===== config.mk =====
export PLATFORM = sky130hd
export DESIGN_NAME = cr16_seq_ctrl
export DESIGN_NICKNAME = d
export VERILOG_FILES = /design/src/rtl/cr16_seq_ctrl.sv
export SDC_FILE = /design/constraint.sdc
export NUM_CORES = 1
export LEC_CHECK = 0
export ABC_AREA = 1
export CORE_AREA = 2 2 67 69
export CTS_CLUSTER_SIZE = 25
export DETAILED_ROUTE_END_ITERATION = 8
export DIE_AREA = 0 0 69 71
export GPL_TIMING_DRIVEN = 1
export PLACE_DENSITY_LB_ADDON = 0.3
export SYNTH_ARGS = -nofsm -noshare
export SYNTH_HDL_FRONTEND = slang
export SYNTH_SLANG_ARGS = --single-unit

===== constraint.sdc =====
create_clock -name clk -period 1.91 [get_ports clk]
set_input_delay 0.573 -clock clk [delete_from_list [all_inputs] [get_ports clk]]
set_output_delay 0.573 -clock clk [all_outputs]
set_load 0.005 [all_outputs]

===== src/rtl/cr16_seq_ctrl.sv =====
// Multi-cycle sequencing FSM for the CR16-subset datapath: fetch, decode,
// ALU/load/store/branch sequencing with memory-ready stalls and optional retire limit.
//
// state      | meaning
// FETCH      | drive PC address, latch IR when memory ready
// DECODE     | present decoded fields, choose instruction path
// EXEC       | ALU result writeback, PC+1
// LOAD_ADDR  | present Rsrc address, wait for memory ready
// LOAD_WB    | write memory data to Rdest, PC+1
// STORE      | write data memory at Rsrc, PC+1 when ready
// BRANCH     | evaluate condition, update PC
// HALT       | retire limit reached, sticky until reset
module cr16_seq_ctrl #(
  parameter int NREGS      = 16,
  parameter int FLAG_W     = 5,
  parameter int MAX_INSTRS = 0,
  localparam int RIDX_W    = $clog2(NREGS)
) (
  input  logic              clk,
  input  logic              reset,
  input  logic [FLAG_W-1:0] flags,
  input  logic [15:0]       instr,
  input  logic              mem_rdy,
  output logic              pc_en,
  output logic [1:0]        pc_sel,
  output logic              ir_en,
  output logic              reg_we,
  output logic [NREGS-1:0]  reg_en,
  output logic              imm_en,
  output logic              wb_sel,
  output logic              addr_sel,
  output logic              mem_we,
  output logic [3:0]        op,
  output logic [RIDX_W-1:0] rdest,
  output logic [RIDX_W-1:0] rsrc,
  output logic [7:0]        imm8,
  output logic              halted
);

  localparam int CNT_W = (MAX_INSTRS > 0) ? $clog2(MAX_INSTRS + 1) : 1;

  typedef enum logic [2:0] {
    S_FETCH, S_DECODE, S_EXEC, S_LOAD_ADDR, S_LOAD_WB, S_STORE, S_BRANCH, S_HALT
  } state_t;

  state_t           state, state_nxt;
  logic [CNT_W-1:0] cnt, cnt_nxt;
  logic             retire, halt_hit, cond_true;

  logic [3:0] opc, sub, alu_op;
  logic       is_rr, is_mem, is_bcc, is_load, is_stor, is_jcc, is_imm;
  logic       flg_n, flg_z, flg_f, flg_l, flg_c;
  logic [NREGS-1:0] rd_onehot;

  assign opc     = instr[15:12];
  assign sub     = instr[7:4];
  assign is_rr   = (opc == 4'h0);
  assign is_mem  = (opc == 4'h4);
  assign is_bcc  = (opc == 4'hC);
  assign is_load = is_mem && (sub == 4'h0);
  assign is_stor = is_mem && (sub == 4'h4);
  assign is_jcc  = is_mem && (sub == 4'hC);
  assign is_imm  = !is_rr && !is_mem && !is_bcc;
  // Memory/branch classes carry no ALU operation; treat them as NOP.
  assign alu_op  = is_rr ? sub : (is_imm ? opc : 4'h0);

  assign {flg_n, flg_z, flg_f, flg_l, flg_c} = flags[4:0];
  assign rd_onehot = {{(NREGS-1){1'b0}}, 1'b1} << instr[8 +: RIDX_W];

  always_comb begin
    case (instr[11:8])
      4'h0: cond_true = flg_z;
      4'h1: cond_true = !flg_z;
      4'h2: cond_true = flg_c;
      4'h3: cond_true = !flg_c;
      4'h4: cond_true = flg_l;
      4'h5: cond_true = !flg_l;
      4'h6: cond_true = flg_n;
      4'h7: cond_true = !flg_n;
      4'h8: cond_true = flg_f;
      4'h9: cond_true = !flg_f;
      4'hA: cond_true = !flg_l && !flg_z;
      4'hB: cond_true = flg_l || flg_z;
      4'hC: cond_true = !flg_n && !flg_z;
      4'hD: cond_true = flg_n || flg_z;
      4'hE: cond_true = 1'b1;
      default: cond_true = 1'b0;
    endcase
  end

  assign cnt_nxt  = cnt + CNT_W'(1);
  assign halt_hit = (MAX_INSTRS > 0) && (cnt_nxt == CNT_W'(MAX_INSTRS));

  always_ff @(posedge clk or negedge reset) begin
    if (!reset) begin
      state <= S_FETCH;
      cnt   <= '0;
    end else begin
      state <= state_nxt;
      if (retire) cnt <= cnt_nxt;
    end
  end

  always_comb begin
    state_nxt = state;
    retire    = 1'b0;
    pc_en     = 1'b0;
    pc_sel    = 2'b00;
    ir_en     = 1'b0;
    reg_we    = 1'b0;
    reg_en    = '0;
    imm_en    = 1'b0;
    wb_sel    = 1'b0;
    addr_sel  = 1'b0;
    mem_we    = 1'b0;
    op        = 4'h0;
    rdest     = '0;
    rsrc      = '0;
    imm8      = 8'h00;
    halted    = 1'b0;

    // Decoded fields stay visible for every post-fetch cycle of an instruction.
    if (state != S_FETCH && state != S_HALT) begin
      op     = alu_op;
      imm_en = is_imm;
      rdest  = instr[8 +: RIDX_W];
      rsrc   = instr[0 +: RIDX_W];
      imm8   = instr[7:0];
    end

    case (state)
      S_FETCH: begin
        // reset gating keeps ir_en low while reset is held
        ir_en = mem_rdy && reset;
        if (mem_rdy) state_nxt = S_DECODE;
      end
      S_DECODE: begin
        if (is_load)               state_nxt = S_LOAD_ADDR;
        else if (is_stor)          state_nxt = S_STORE;
        else if (is_bcc || is_jcc) state_nxt = S_BRANCH;
        else                       state_nxt = S_EXEC;
      end
      S_EXEC: begin
        pc_en  = 1'b1;
        retire = 1'b1;
        if (alu_op != 4'hB && alu_op != 4'h0) begin
          reg_we = 1'b1;
          reg_en = rd_onehot;
        end
      end
      S_LOAD_ADDR: begin
        addr_sel = 1'b1;
        if (mem_rdy) state_nxt = S_LOAD_WB;
      end
      S_LOAD_WB: begin
        wb_sel = 1'b1;
        reg_we = 1'b1;
        reg_en = rd_onehot;
        pc_en  = 1'b1;
        retire = 1'b1;
      end
      S_STORE: begin
        addr_sel = 1'b1;
        mem_we   = 1'b1;
        pc_en    = mem_rdy;
        retire   = mem_rdy;
      end
      S_BRANCH: begin
        pc_en  = 1'b1;
        retire = 1'b1;
        if (cond_true) pc_sel = is_bcc ? 2'b01 : 2'b10;
      end
      default: begin
        halted = 1'b1;
      end
    endcase

    if (retire) state_nxt = halt_hit ? S_HALT : S_FETCH;
  end

endmodule


==> flow_summary.rst, run 1 <==
.. list-table::
   :header-rows: 1

   * - Metric
     - Value
   * - Final cell count without fillers
     - 443
   * - Global Route Usage Sum
     - 0.253
   * - Worst reg-to-reg setup slack
     - 0.11 ns
   * - Num CTS Buffers
     - 3
   * - Worst VDD drop
     - 0.651 mV
   * - Number of detailed-routing iterations run before antenna repair
     - 4
   * - Nets in the synthesized netlist
     - 251
   * - DRC Markers
     - 0
   * - Reported net switching power
     - 1.32 mW
   * - Quantity of I/O buffers inserted on ports
     - 69
   * - Hold_buf cts
     - 0
   * - Root Driver
     - sky130_fd_sc_hd__clkbuf_8
   * - Maximum buffer depth of the clock tree
     - 2
   * - Area growth, synth to finish
     - 163%
   * - Final Wtd Congestion
     - 0.818
   * - RSZ-0062 raised after global routing
     - true
   * - Placed insts
     - 381
   * - RR Startpoint
     - state[2]
   * - Final antenna diode count
     - 0
   * - Placeable core region
     - 0.00420 sq mm
   * - Register containing the most flip-flops in the final layout
     - state
   * - Startpoint kind of the worst setup timing path
     - primary input
   * - Total via count after detailed routing
     - 2219
   * - Clock-pin slew of the registers on the worst-case setup and hold paths
     - 0.03 ns
   * - Fraction of power spent switching nets
     - 0.419
   * - Fraction of the mapped netlist area in compound gates
     - 0.0775
   * - Ranking of synthesized cells by area
     - sky130_fd_sc_hd__nand2_1 20%, sky130_fd_sc_hd__nor2_1 16%, sky130_fd_sc_hd__inv_1 11%, sky130_fd_sc_hd__nand4_1 10%, sky130_fd_sc_hd__nand3_1 8.3%
   * - Area share of the leading cell type in the synthesized netlist
     - 0.197
   * - Post-synthesis cell count
     - 227
   * - Seq/Total Area, Yosys
     - 0.0655
   * - Cell Pwr Density
     - 1050 mW/mm^2
   * - Most numerous cell types in the synthesized netlist
     - 60 x sky130_fd_sc_hd__nand2_1, 49 x sky130_fd_sc_hd__nor2_1, 33 x sky130_fd_sc_hd__inv_1
   * - Clock power share
     - 0.061
   * - Final hold violations
     - 0
   * - Critical path arrival
     - 1.83 ns
   * - Hpwl dp
     - 3310 microns
   * - Largest area contributor in the netlist
     - sky130_fd_sc_hd__nand2_1
   * - Run status
     - complete, but fails checks
   * - Area fraction in and, or, nand and nor cells after synthesis
     - 0.662
   * - Max-cap violations
     - 0
   * - Number of I/O pins
     - 70
   * - Most instantiated library cell after synthesis
     - sky130_fd_sc_hd__nand2_1
   * - Number of pins exceeding their max-slew limit in the final report
     - 0
   * - Worst Slack Setup Final
     - -0.497 ns
   * - Total overflow reported by the global router
     - 0
   * - Total die area
     - 0.00490 sq mm
   * - Std cell rows
     - 24
   * - CTS sink cnt
     - 3
   * - Rel. slew slack
     - 0.800
   * - Least-Margin Pin Slew
     - 0.300 ns
   * - Synthesized-area fraction occupied by adder cells
     - 0
   * - Post-synthesis instance area
     - 0.00115 sq mm
   * - Wire length of the first global-routing pass
     - 10300 microns
   * - Worst hold path type
     - in -> async
   * - Source-to-sink clock delay at the later pin of the worst-skew pair
     - 0.22 ns
   * - Share of flip-flops with an asynchronous set or reset
     - 1.00
   * - Critical path fanouts, max
     - 6
   * - Largest net degree at the start of global routing
     - 14
   * - Initial antenna violation count
     - 0
   * - Placed standard-cell area
     - 0.00215 sq mm
   * - Synth cell types
     - 25
   * - CTS H-tree lvls
     - 1
   * - Violations in the final reports
     - setup timing
   * - Fin crit period
     - 2.41 ns
   * - Combinational power share
     - 0.887
   * - Critical path class
     - in -> out
   * - Die Width
     - 69 microns
   * - Ys Warns
     - 0
   * - Number of endpoints failing setup at the final stage
     - 41
   * - Via density per instance
     - 5.01
   * - Internal power of the cells
     - 1.83 mW
   * - Lkg Pwr
     - 1.60 nW
   * - Met2 routed wirelength
     - 3500 microns
   * - FILL cells
     - 313
   * - Y dimension of the die
     - 71 microns
   * - Maximum operating frequency
     - 415 MHz
   * - Final WL
     - 6550 microns
   * - CP required
     - 1.34 ns
   * - Starting Density
     - 0.273
   * - Largest family of logic cells by synthesized area
     - simple AND/OR/NAND/NOR gates
   * - Fraction of layout instances using a drive strength above 1
     - 0.614
   * - Worst clock skew
     - 0.00262 ns
   * - Number of antenna-violating nets in the routed design
     - 0
   * - Flip-flop count of the largest register, all copies and words added
     - 3
   * - Sequential group share of total power
     - 0.052
   * - Crit Reg-Reg Endpoint
     - state[2]
   * - Count of flip-flops with a built-in enable after synthesis
     - 0
   * - Critical path capture point type
     - output pin
   * - Syn_area_per_cell
     - 5.05 sq um
   * - Multiplexer fraction of the synthesized cell area
     - 0
   * - Final Cell Area
     - 0.00301 sq mm
   * - Final net count
     - 416
   * - Highest metal layer with signal wires
     - met4
   * - Synth Flop Type
     - sky130_fd_sc_hd__dfrtp_1
   * - Average wire length per cell after detail routing
     - 14.8 microns
   * - Met3 routed WL
     - 466 microns
   * - Flop and latch count out of synthesis
     - 3
   * - Starting DRC count in detailed routing
     - 140
   * - Number of global-route vias before repair
     - 2187
   * - Depth of the most critical reg-to-reg path
     - 12
   * - Final critical-path share of the clock period
     - 1.26
   * - Routed length on met1
     - 2420 microns
   * - Post-synthesis xor/xnor area fraction
     - 0
   * - Largest registers in the final layout
     - state (3)
   * - TritonCTS clock tree
     - yes
-- stage by stage --
| stage | worst slack (ns) | hold slack (ns) | TNS [ns] | util | total power [mW] |
|---|---|---|---|---|---|
| after floorplan | -0.0628 | 0.277 | -0.607 | - | 0.782 |
| after global placement | -1.10 | 0.633 | -31.61 | 0.513 | 1.63 |
| after detailed placement | -1.10 | 0.642 | -32.79 | 0.513 | 1.64 |
| after CTS | -0.432 | 0.393 | -13.35 | 0.662 | 2.82 |
| after global routing | -0.542 | 0.409 | -17.42 | 0.716 | 3.36 |
| final | -0.497 | 0.399 | -14.62 | 0.716 | 3.15 |
-- worst max-delay path: stages --
cell,delay (ns)
sky130_fd_sc_hd__buf_6,0.10
sky130_fd_sc_hd__nor2_4,0.16
sky130_fd_sc_hd__nand2_2,0.10
sky130_fd_sc_hd__nand2_4,0.09
sky130_fd_sc_hd__nand2_4,0.07
sky130_fd_sc_hd__nor2_4,0.21
sky130_fd_sc_hd__nand2_4,0.12
sky130_fd_sc_hd__buf_6,0.14
sky130_fd_sc_hd__nand4_1,0.08
sky130_fd_sc_hd__nand2_1,0.07
sky130_fd_sc_hd__buf_2,0.13
-- worst max path at each step --
stage | from | endpoint | cells after the start
2_1_floorplan | instr[13] | reg_en[11] | 7
3_3_place_gp | instr[11] | pc_sel[1] | 8
3_5_place_dp | instr[13] | reg_en[13] | 8
4_1_cts | instr[12] | reg_en[3] | 11
5_1_grt | instr[13] | reg_en[3] | 11
6_report | instr[13] | reg_en[1] | 11
-- final cells by class --
type / instances / area, sq um / share of cell area
timing repair buffer: 166 / 1440 / 0.478
multi-input combinational: 183 / 1240 / 0.410
inverter: 35 / 149 / 0.0494
sequential: 3 / 77.6 / 0.0258
tap: 52 / 65.1 / 0.0216
clock buffer: 4 / 45.0 / 0.0150
-- power groups by stage --
stage | clock [mW] | combinational (mW) | sequential, mW
finish | 0.191 | 2.80 | 0.165
detailed placement | 0 | 1.49 | 0.153
floorplan | 0 | 0.659 | 0.123
CTS | 0.193 | 2.48 | 0.150
global route | 0.205 | 2.98 | 0.168
global placement | 0 | 1.48 | 0.152
-- per-layer routing --
metal,vias to the layer above,track usage
li1,1066,-
met5,-,0
met4,0,0.0697
met1,1032,0.287
met3,23,0.0370
met2,98,0.490
-- cells in the final DEF, fill, tap and decap left out, types with 2 or more instances in the layout --
| master | count |
|---|---|
| sky130_fd_sc_hd__inv_1 | 23 |
| sky130_fd_sc_hd__clkdlybuf4s15_1 | 2 |
| sky130_fd_sc_hd__buf_8 | 3 |
| sky130_fd_sc_hd__nand4_1 | 19 |
| sky130_fd_sc_hd__buf_4 | 62 |
| sky130_fd_sc_hd__nand4_4 | 2 |
| sky130_fd_sc_hd__clkbuf_2 | 3 |
| sky130_fd_sc_hd__nor2_2 | 15 |
| sky130_fd_sc_hd__clkbuf_8 | 3 |
| sky130_fd_sc_hd__nand2_8 | 2 |
| sky130_fd_sc_hd__nand3_4 | 3 |
| sky130_fd_sc_hd__nand2_1 | 52 |
| sky130_fd_sc_hd__nor3_2 | 2 |
| sky130_fd_sc_hd__buf_12 | 7 |
| sky130_fd_sc_hd__buf_16 | 2 |
| sky130_fd_sc_hd__dfrtp_2 | 2 |
| sky130_fd_sc_hd__nand3_1 | 10 |
| sky130_fd_sc_hd__nand2_2 | 7 |
| sky130_fd_sc_hd__nor2_4 | 17 |
| sky130_fd_sc_hd__a21oi_1 | 3 |
| sky130_fd_sc_hd__nor2_1 | 21 |
| sky130_fd_sc_hd__inv_4 | 3 |
| sky130_fd_sc_hd__a21oi_2 | 4 |
| sky130_fd_sc_hd__clkdlybuf4s50_1 | 4 |
| sky130_fd_sc_hd__nand2_4 | 6 |
| sky130_fd_sc_hd__o21ai_2 | 2 |
| sky130_fd_sc_hd__o21ai_0 | 4 |
| sky130_fd_sc_hd__buf_2 | 41 |
| sky130_fd_sc_hd__dlygate4sd2_1 | 8 |
| sky130_fd_sc_hd__nand3_2 | 7 |
| sky130_fd_sc_hd__buf_6 | 33 |
| sky130_fd_sc_hd__inv_2 | 7 |
-- repair_timing --
item,CTS,global route
pin swaps,53,32
setup buffers,53,8
gates resized for setup,317,70
endpoints found under the setup margin,46,49
gates cloned,6,0
-- logic make-up after synthesis --
kind of cell	after synthesis
AO/OA/AOI/OAI	16
buffers and inverters	45
flip-flops	3
AND/OR/NAND/NOR	163
Note: power is estimated with default switching activity, not from simulation.
==> inputs of run 2 (changes only) <==
--- a/config.mk
+++ b/config.mk
@@ -6,10 +6,10 @@
 export NUM_CORES = 1
 export LEC_CHECK = 0
 export ABC_AREA = 1
-export CORE_AREA = 2 2 67 69
+export CORE_AREA = 2 2 62 64
 export CTS_CLUSTER_SIZE = 25
 export DETAILED_ROUTE_END_ITERATION = 8
-export DIE_AREA = 0 0 69 71
+export DIE_AREA = 0 0 64 66
 export GPL_TIMING_DRIVEN = 1
 export PLACE_DENSITY_LB_ADDON = 0.3
 export SYNTH_ARGS = -nofsm -noshare
==> run 2 against run 1 <==
Against the previous run: the run still ends with setup timing left; fmax decreased by 3.5%; non-clock buffer count increased by 10; core utilization increased by 12 points; final area decreased by 1.6%; first-iteration DRC count increased by 120%; wire length increased by 26%; die area decreased by 14%; clock skew increased by 0.0076 ns; via count increased by 11%; critical endpoint is now reg_en[13]; highest routed layer unchanged.
==> flow_summary.rst, run 2 (synthesis results as in run 1) <==
.. list-table::
   :header-rows: 1

   * - Metric
     - Value
   * - Placeable core region
     - 0.00355 sq mm (-16%)
   * - Final hold slack
     - 0.713 ns (+0.314 ns)
   * - Fin crit period
     - 2.50 ns (+0.0881 ns)
   * - Clock power share
     - 0.047 (-0.014)
   * - RSZ-0062 raised after global routing
     - true
   * - Quantity of I/O buffers inserted on ports
     - 69 (unchanged)
   * - Number of global-route vias before repair
     - 2424 (+11%)
   * - Fraction of power spent switching nets
     - 0.451 (+0.0315)
   * - Cell Pwr Density
     - 947 mW/mm^2 (-9.5%)
   * - FILL cells
     - 194 (-38%)
   * - Startpoint kind of the worst setup timing path
     - primary input
   * - CTS sink cnt
     - 3 (unchanged)
   * - Critical path fanouts, max
     - 6 (unchanged)
   * - Flip-flop count of the largest register, all copies and words added
     - 3 (unchanged)
   * - Internal power of the cells
     - 1.54 mW (-16%)
   * - Critical path arrival
     - 1.92 ns (+0.09 ns)
   * - Fin util
     - 0.834 (+0.118)
   * - Largest registers in the final layout
     - state (3)
   * - Clock-pin slew of the registers on the worst-case setup and hold paths
     - 0.05 ns (+0.02 ns)
   * - Critical path capture point type
     - output pin
   * - Leading cell types in the layout, fill and taps excluded
     - 67 x sky130_fd_sc_hd__buf_4, 52 x sky130_fd_sc_hd__nand2_1, 43 x sky130_fd_sc_hd__buf_6
   * - Register containing the most flip-flops in the final layout
     - state
   * - Worst clock skew
     - 0.0102 ns (+0.00756 ns)
   * - Violations in the final reports
     - setup timing
   * - Worst VDD drop
     - 1.08 mV (+65%)
   * - Std cell rows
     - 22 (-8.3%)
   * - Starting Density
     - 0.323 (+0.0501)
   * - CTS H-tree lvls
     - 1 (unchanged)
   * - Final antenna diode count
     - 0 (unchanged)
   * - Final critical-path share of the clock period
     - 1.31 (+0.0461)
   * - Via density per instance
     - 5.50 (+9.8%)
   * - Final net count
     - 425 (+2.2%)
   * - Rel. slew slack
     - 0.751 (-0.0487)
   * - Cell-by-cell listing of the critical path
     - buf_6, nor2_4, inv_1, nand2_2, nand2_4, inv_6, nand4_4, buf_6, nand4_1, nand2_1, buf_2
   * - Total die area
     - 0.00422 sq mm (-14%)
   * - Number of antenna-violating nets in the routed design
     - 0 (unchanged)
   * - Root Driver
     - sky130_fd_sc_hd__clkbuf_4
   * - TritonCTS clock tree
     - yes
   * - Total via count after detailed routing
     - 2463 (+11%)
   * - Lkg Pwr
     - 1.61 nW (+0.48%)
   * - Largest net degree at the start of global routing
     - 18 (+4)
   * - Sequential group share of total power
     - 0.059 (+0.007)
   * - Reported net switching power
     - 1.27 mW (-4.3%)
   * - Maximum buffer depth of the clock tree
     - 2 (unchanged)
   * - Total overflow reported by the global router
     - 0 (unchanged)
   * - Area growth, synth to finish
     - 159%
   * - Worst stage delay on the critical path
     - 0.21 ns (about the same)
   * - Number of endpoints failing setup at the final stage
     - 48 (+17%)
   * - Fraction of layout instances using a drive strength above 1
     - 0.605 (-0.00881)
   * - Combinational power share
     - 0.894 (+0.007)
   * - CP required
     - 1.34 ns (about the same)
   * - Maximum operating frequency
     - 401 MHz (-3.5%)
   * - Final Wtd Congestion
     - 0.943 (+15%)
   * - Average wire length per cell after detail routing
     - 18.4 microns (+25%)
   * - Source-to-sink clock delay at the later pin of the worst-skew pair
     - 0.26 ns (+0.04 ns)
   * - Final WL
     - 8260 microns (+26%)
   * - Worst hold path type
     - in -> async
   * - Number of pins exceeding their max-slew limit in the final report
     - 0 (unchanged)
   * - DRC Markers
     - 0 (unchanged)
   * - Most common cell after layout, fill and taps aside
     - sky130_fd_sc_hd__buf_4
   * - Slowest library cell on the worst path
     - sky130_fd_sc_hd__nor2_4
   * - Num CTS Buffers
     - 3 (unchanged)
   * - Number of detailed-routing iterations run before antenna repair
     - 6 (+2)
   * - Max-cap violations
     - 0 (unchanged)
   * - Most common cell on crit path
     - sky130_fd_sc_hd__buf_6
   * - Wire length of the first global-routing pass
     - 11800 microns (+15%)
   * - Die Width
     - 64 microns (-7.2%)
   * - Placed insts
     - 377 (-1.0%)
   * - Least-Margin Pin Slew
     - 0.374 ns (+0.0734 ns)
   * - Critical path class
     - in -> out
   * - Hpwl dp
     - 3130 microns (-5.3%)
   * - Global Route Usage Sum
     - 0.359 (+0.105)
   * - Final hold violations
     - 0 (unchanged)
   * - Starting DRC count in detailed routing
     - 309 (+120%)
   * - Run status
     - complete, but fails checks
   * - Initial antenna violation count
     - 0 (unchanged)
   * - Y dimension of the die
     - 66 microns (-7.0%)
   * - Final cell count without fillers
     - 448 (+1.1%)
   * - Number of I/O pins
     - 70 (unchanged)
   * - Worst Slack Setup Final
     - -0.585 ns (-0.0881 ns)
run 2: worst paths after layout:
path	start	end	slack, ns	cells past startpoint
worst max-delay path	instr[13]	reg_en[13]	-0.59	11
worst min-delay path	reset	state[0]	0.71	2
worst max register to register	state[0]	state[2]	0.27	6
worst min register to register	state[1]	state[2]	0.74	3
max in group asynchronous	reset	state[1]	1.07	2
min in group clk	state[1]	state[2]	0.74	3
run 2: critical path, delay by kind of cell:
kind	cells	cell delay (ns)
buffers and inverters	5	0.64
and+or+nand+nor	6	0.71
run 2: area by class of cell:
type	count	area (sq um)	area share
tap	48	60.1	0.0203
sequential	3	76.3	0.0258
clock buffer	4	26.3	0.00887
inverter	35	146	0.0494
timing repair buffer	176	1470	0.497
multi-input combinational	182	1180	0.398
run 2: timing repair:
item,in CTS,in global routing
setup buffers,65,7
gates resized for setup,319,41
cloned,4,0
hold buffers,0,0
setup endpoints to repair,46,49
pin swaps,57,18
run 2: power by group through the flow:
stage | sequential, mW | combinational (mW) | clock, mW
2_1_floorplan | 0.123 | 0.659 | 0
6_report | 0.165 | 2.51 | 0.132
5_1_grt | 0.162 | 2.62 | 0.133
4_1_cts | 0.137 | 2.21 | 0.116
3_3_place_gp | 0.137 | 1.49 | 0
3_5_place_dp | 0.136 | 1.50 | 0
run 2: metal layers:
| layer | part of all wire | GRT usage |
|---|---|---|
| met1 | 0.36 | 0.381 |
| met2 | 0.47 | 0.651 |
| met3 | 0.087 | 0.0511 |
| met4 | 0.082 | 0.250 |
| met5 | 0 | 0 |
run 2: per-stage QoR:
| step | worst slack, ns | area (sq um) | TNS (ns) | power (mW) |
|---|---|---|---|---|
| 2_1_floorplan | -0.0628 | 1160 | -0.607 | 0.782 |
| 3_3_place_gp | -1.07 | 2150 | -31.58 | 1.63 |
| 3_5_place_dp | -1.10 | 2150 | -32.25 | 1.64 |
| 4_1_cts | -0.421 | 2820 | -14.55 | 2.46 |
| 5_1_grt | -0.607 | 2960 | -23.23 | 2.91 |
| 6_report | -0.585 | 2960 | -22.49 | 2.81 |
==> inputs of run 3 (changes only) <==
--- a/config.mk
+++ b/config.mk
@@ -6,10 +6,10 @@
 export NUM_CORES = 1
 export LEC_CHECK = 0
 export ABC_AREA = 1
-export CORE_AREA = 2 2 62 64
+export CORE_AREA = 3 3 48 83
 export CTS_CLUSTER_SIZE = 25
 export DETAILED_ROUTE_END_ITERATION = 8
-export DIE_AREA = 0 0 64 66
+export DIE_AREA = 0 0 51 86
 export GPL_TIMING_DRIVEN = 1
 export PLACE_DENSITY_LB_ADDON = 0.3
 export SYNTH_ARGS = -nofsm -noshare
==> run 3 against run 2 <==
Against the previous run: the run still ends with setup timing left; wire length up 9.0%; register-to-register slack better by 0.07 ns; sequential share of layout area up 0.062 points; final area down 2.4%.
==> flow_summary.rst, run 3 (synthesis results as in run 1) <==
.. list-table::
   :header-rows: 1

   * - Metric
     - Value
   * - Run status
     - complete, but fails checks
   * - Violations in the final reports
     - setup timing
   * - Largest registers in the final layout
     - state (3)
   * - Least-Margin Pin Slew
     - 0.401 ns (+0.0270 ns)
   * - Root Driver
     - sky130_fd_sc_hd__clkbuf_8
   * - CTS sink cnt
     - 3 (unchanged)
   * - Number of buffer and inverter stages on the critical path
     - 4 (-1)
   * - Leading cell types in the layout, fill and taps excluded
     - 70 x sky130_fd_sc_hd__buf_4, 49 x sky130_fd_sc_hd__nand2_1, 47 x sky130_fd_sc_hd__buf_2
   * - Worst clock skew
     - 0.00724 ns (-0.00294 ns)
   * - Final hold violations
     - 0 (unchanged)
   * - Number of I/O pins
     - 70 (unchanged)
   * - Clock-pin slew of the registers on the worst-case setup and hold paths
     - 0.04 ns (about the same)
   * - Number of antenna-violating nets in the routed design
     - 0 (unchanged)
   * - Global Route Usage Sum
     - 0.362 (+0.00299)
   * - Slowest library cell on the worst path
     - sky130_fd_sc_hd__nor2_4
   * - Final Wtd Congestion
     - 0.876 (-7.1%)
   * - Total overflow reported by the global router
     - 0 (unchanged)
   * - Via density per instance
     - 5.84 (+6.3%)
   * - Initial antenna violation count
     - 0 (unchanged)
   * - TritonCTS clock tree
     - yes
   * - Critical path capture point type
     - output pin
   * - RSZ-0062 raised after global routing
     - true
   * - Critical path arrival
     - 1.88 ns (-0.04 ns)
   * - Final net count
     - 418 (-1.6%)
   * - Reported net switching power
     - 1.35 mW (+6.5%)
   * - RR Startpoint
     - state[2]
   * - Max-cap violations
     - 0 (unchanged)
   * - Fraction of power spent switching nets
     - 0.469 (+0.0186)
   * - Cell Pwr Density
     - 993 mW/mm^2 (+4.8%)
   * - Num CTS Buffers
     - 3 (unchanged)
   * - Depth of the most critical reg-to-reg path
     - 8 (+2)
   * - Cell-by-cell listing of the critical path
     - buf_2, nor2_4, nand3_2, nand2_4, buf_12, buf_4, nand4_4, nand4_1, nand2_1, buf_2
   * - DRC Markers
     - 0 (unchanged)
   * - Std cell rows
     - 28 (+27%)
   * - Number of detailed-routing iterations run before antenna repair
     - 5 (-1)
   * - Fin crit period
     - 2.45 ns (-0.0406 ns)
   * - Flip-flop count of the largest register, all copies and words added
     - 3 (unchanged)
   * - Startpoint kind of the worst setup timing path
     - primary input
   * - Worst VDD drop
     - 1.42 mV (+32%)
   * - FILL cells
     - 189 (-2.6%)
   * - Post-Place Worst Slack
     - -1.15 ns (-0.0556 ns)
   * - Final WL
     - 9010 microns (+9.0%)
   * - Kind of cell with the highest combined delay on the critical path
     - simple AND/OR/NAND/NOR gates
   * - Worst setup path endpoint
     - reg_en[13]
   * - Fraction of layout instances using a drive strength above 1
     - 0.603 (-0.00195)
   * - Maximum buffer depth of the clock tree
     - 2 (unchanged)
   * - Critical path class
     - in -> out
   * - Worst Slack Setup Final
     - -0.545 ns (+0.0406 ns)
   * - Worst hold path type
     - in -> async
   * - Area growth, synth to finish
     - 152%
   * - Crit Reg-Reg Endpoint
     - state[0]
   * - Number of global-route vias before repair
     - 2528 (+4.3%)
   * - Source-to-sink clock delay at the later pin of the worst-skew pair
     - 0.24 ns (-0.02 ns)
   * - Final hold slack
     - 0.377 ns (-0.336 ns)
   * - Lkg Pwr
     - 1.59 nW (-1.2%)
   * - Worst stage delay on the critical path
     - 0.16 ns (-0.05 ns)
   * - Hpwl dp
     - 3560 microns (+14%)
   * - Y dimension of the die
     - 86 microns (+30%)
   * - Die Width
     - 51 microns (-20%)
   * - Most common cell on crit path
     - sky130_fd_sc_hd__buf_2
   * - Number of endpoints failing setup at the final stage
     - 49 (+2.1%)
   * - Startpoint of the most critical setup path
     - instr[15]
   * - Largest net degree at the start of global routing
     - 14 (-4)
   * - Quantity of I/O buffers inserted on ports
     - 69 (unchanged)
   * - Most common cell after layout, fill and taps aside
     - sky130_fd_sc_hd__buf_4
   * - Average wire length per cell after detail routing
     - 20.6 microns (+12%)
   * - Placeable core region
     - 0.00340 sq mm (-4.3%)
   * - Rel. slew slack
     - 0.730 (-0.0208)
   * - Starting DRC count in detailed routing
     - 191 (-38%)
   * - Final critical-path share of the clock period
     - 1.29 (-0.0213)
   * - Final antenna diode count
     - 0 (unchanged)
   * - Hold_buf cts
     - 0 (unchanged)
   * - Total die area
     - 0.00439 sq mm (+3.8%)
   * - Number of pins exceeding their max-slew limit in the final report
     - 0 (unchanged)
   * - Sequential group share of total power
     - 0.050 (-0.009)
   * - CTS H-tree lvls
     - 1 (unchanged)
   * - Register containing the most flip-flops in the final layout
     - state
   * - Internal power of the cells
     - 1.52 mW (-1.2%)
   * - Worst path depth
     - 10 (-1)
   * - Wire length of the first global-routing pass
     - 12000 microns (+2.3%)
   * - Worst reg-to-reg setup slack
     - 0.34 ns (+0.07 ns)
   * - Clock power share
     - 0.075 (+0.028)
   * - Combinational power share
     - 0.874 (-0.020)
   * - Maximum operating frequency
     - 407 MHz (+1.7%)
   * - Total via count after detailed routing
     - 2560 (+3.9%)
   * - Critical path fanouts, max
     - 5 (-1)
   * - CP required
     - 1.34 ns (about the same)
   * - Starting Density
     - 0.337 (+0.0145)
[run 3: changes by cell type in the layout (fill, tap and decap cells not counted), moves of 4 or more]
cell,previous run,this run
sky130_fd_sc_hd__buf_6,43,27
sky130_fd_sc_hd__nand2_2,5,10
sky130_fd_sc_hd__buf_2,41,47
sky130_fd_sc_hd__clkdlybuf4s50_1,8,4
sky130_fd_sc_hd__nor2_2,22,15
sky130_fd_sc_hd__nor2_1,17,25
[run 3: worst min path at each step]
stage / startpoint / to / slack (ns) / cells after the start
2_1_floorplan: reset / state[0] / 0.28 / 0
3_3_place_gp: state[2] / state[2] / 0.69 / 3
3_5_place_dp: state[2] / state[2] / 0.71 / 3
4_1_cts: reset / state[2] / 0.38 / 2
5_1_grt: reset / state[0] / 0.39 / 2
6_report: reset / state[0] / 0.38 / 2
[run 3: worst register-to-register path, cell delays in order (launching register included)]
cell	delay, ns
sky130_fd_sc_hd__dfrtp_1	0.43
sky130_fd_sc_hd__nor2_4	0.14
sky130_fd_sc_hd__inv_2	0.06
sky130_fd_sc_hd__buf_4	0.13
sky130_fd_sc_hd__buf_4	0.15
sky130_fd_sc_hd__nor2_1	0.16
sky130_fd_sc_hd__nand2_2	0.11
sky130_fd_sc_hd__o21ai_2	0.17
sky130_fd_sc_hd__nand2_1	0.10
[run 3: final cells by class]
| class | instances | area, sq um | area share |
|---|---|---|---|
| Multi-Input combinational cell | 183 | 1180 | 0.407 |
| Tap cell | 45 | 56.3 | 0.0195 |
| Timing Repair Buffer | 168 | 1390 | 0.480 |
| Clock buffer | 4 | 45.0 | 0.0156 |
| Sequential cell | 3 | 76.3 | 0.0264 |
| Inverter | 35 | 151 | 0.0523 |
[run 3: power groups by stage]
stage | registers [mW] | logic (mW) | clock network (mW)
after floorplan | 0.123 | 0.659 | 0
after global placement | 0.140 | 1.50 | 0
after detailed placement | 0.143 | 1.51 | 0
after CTS | 0.127 | 2.21 | 0.200
after global routing | 0.146 | 2.57 | 0.211
final | 0.144 | 2.51 | 0.216
[run 3: metal layers]
metal	vias up	wire length (microns)	GRT usage
met5	-	0	0
li1	1070	-	-
met3	86	777	0.0730
met2	223	4490	0.669
met1	1181	2930	0.334
met4	0	815	0.262
[run 3: stage by stage]
step	instance area [sq um]	power, mW	utilization	TNS, ns	std cells
after CTS	2740	2.54	0.806	-11.66	434
final	2890	2.87	0.851	-16.61	438
after global routing	2890	2.93	0.851	-18.36	438
after global placement	2180	1.64	0.640	-33.01	378
after floorplan	1160	0.782	-	-0.607	227
after detailed placement	2180	1.65	0.640	-33.47	378
[run 3: repair_timing]
item                       in CTS  in global routing
setup endpoints to repair      46                 49
pin swaps                      50                 26
setup buffers                  47                  4
gates resized for setup       327                 33
cloned                          6                  0
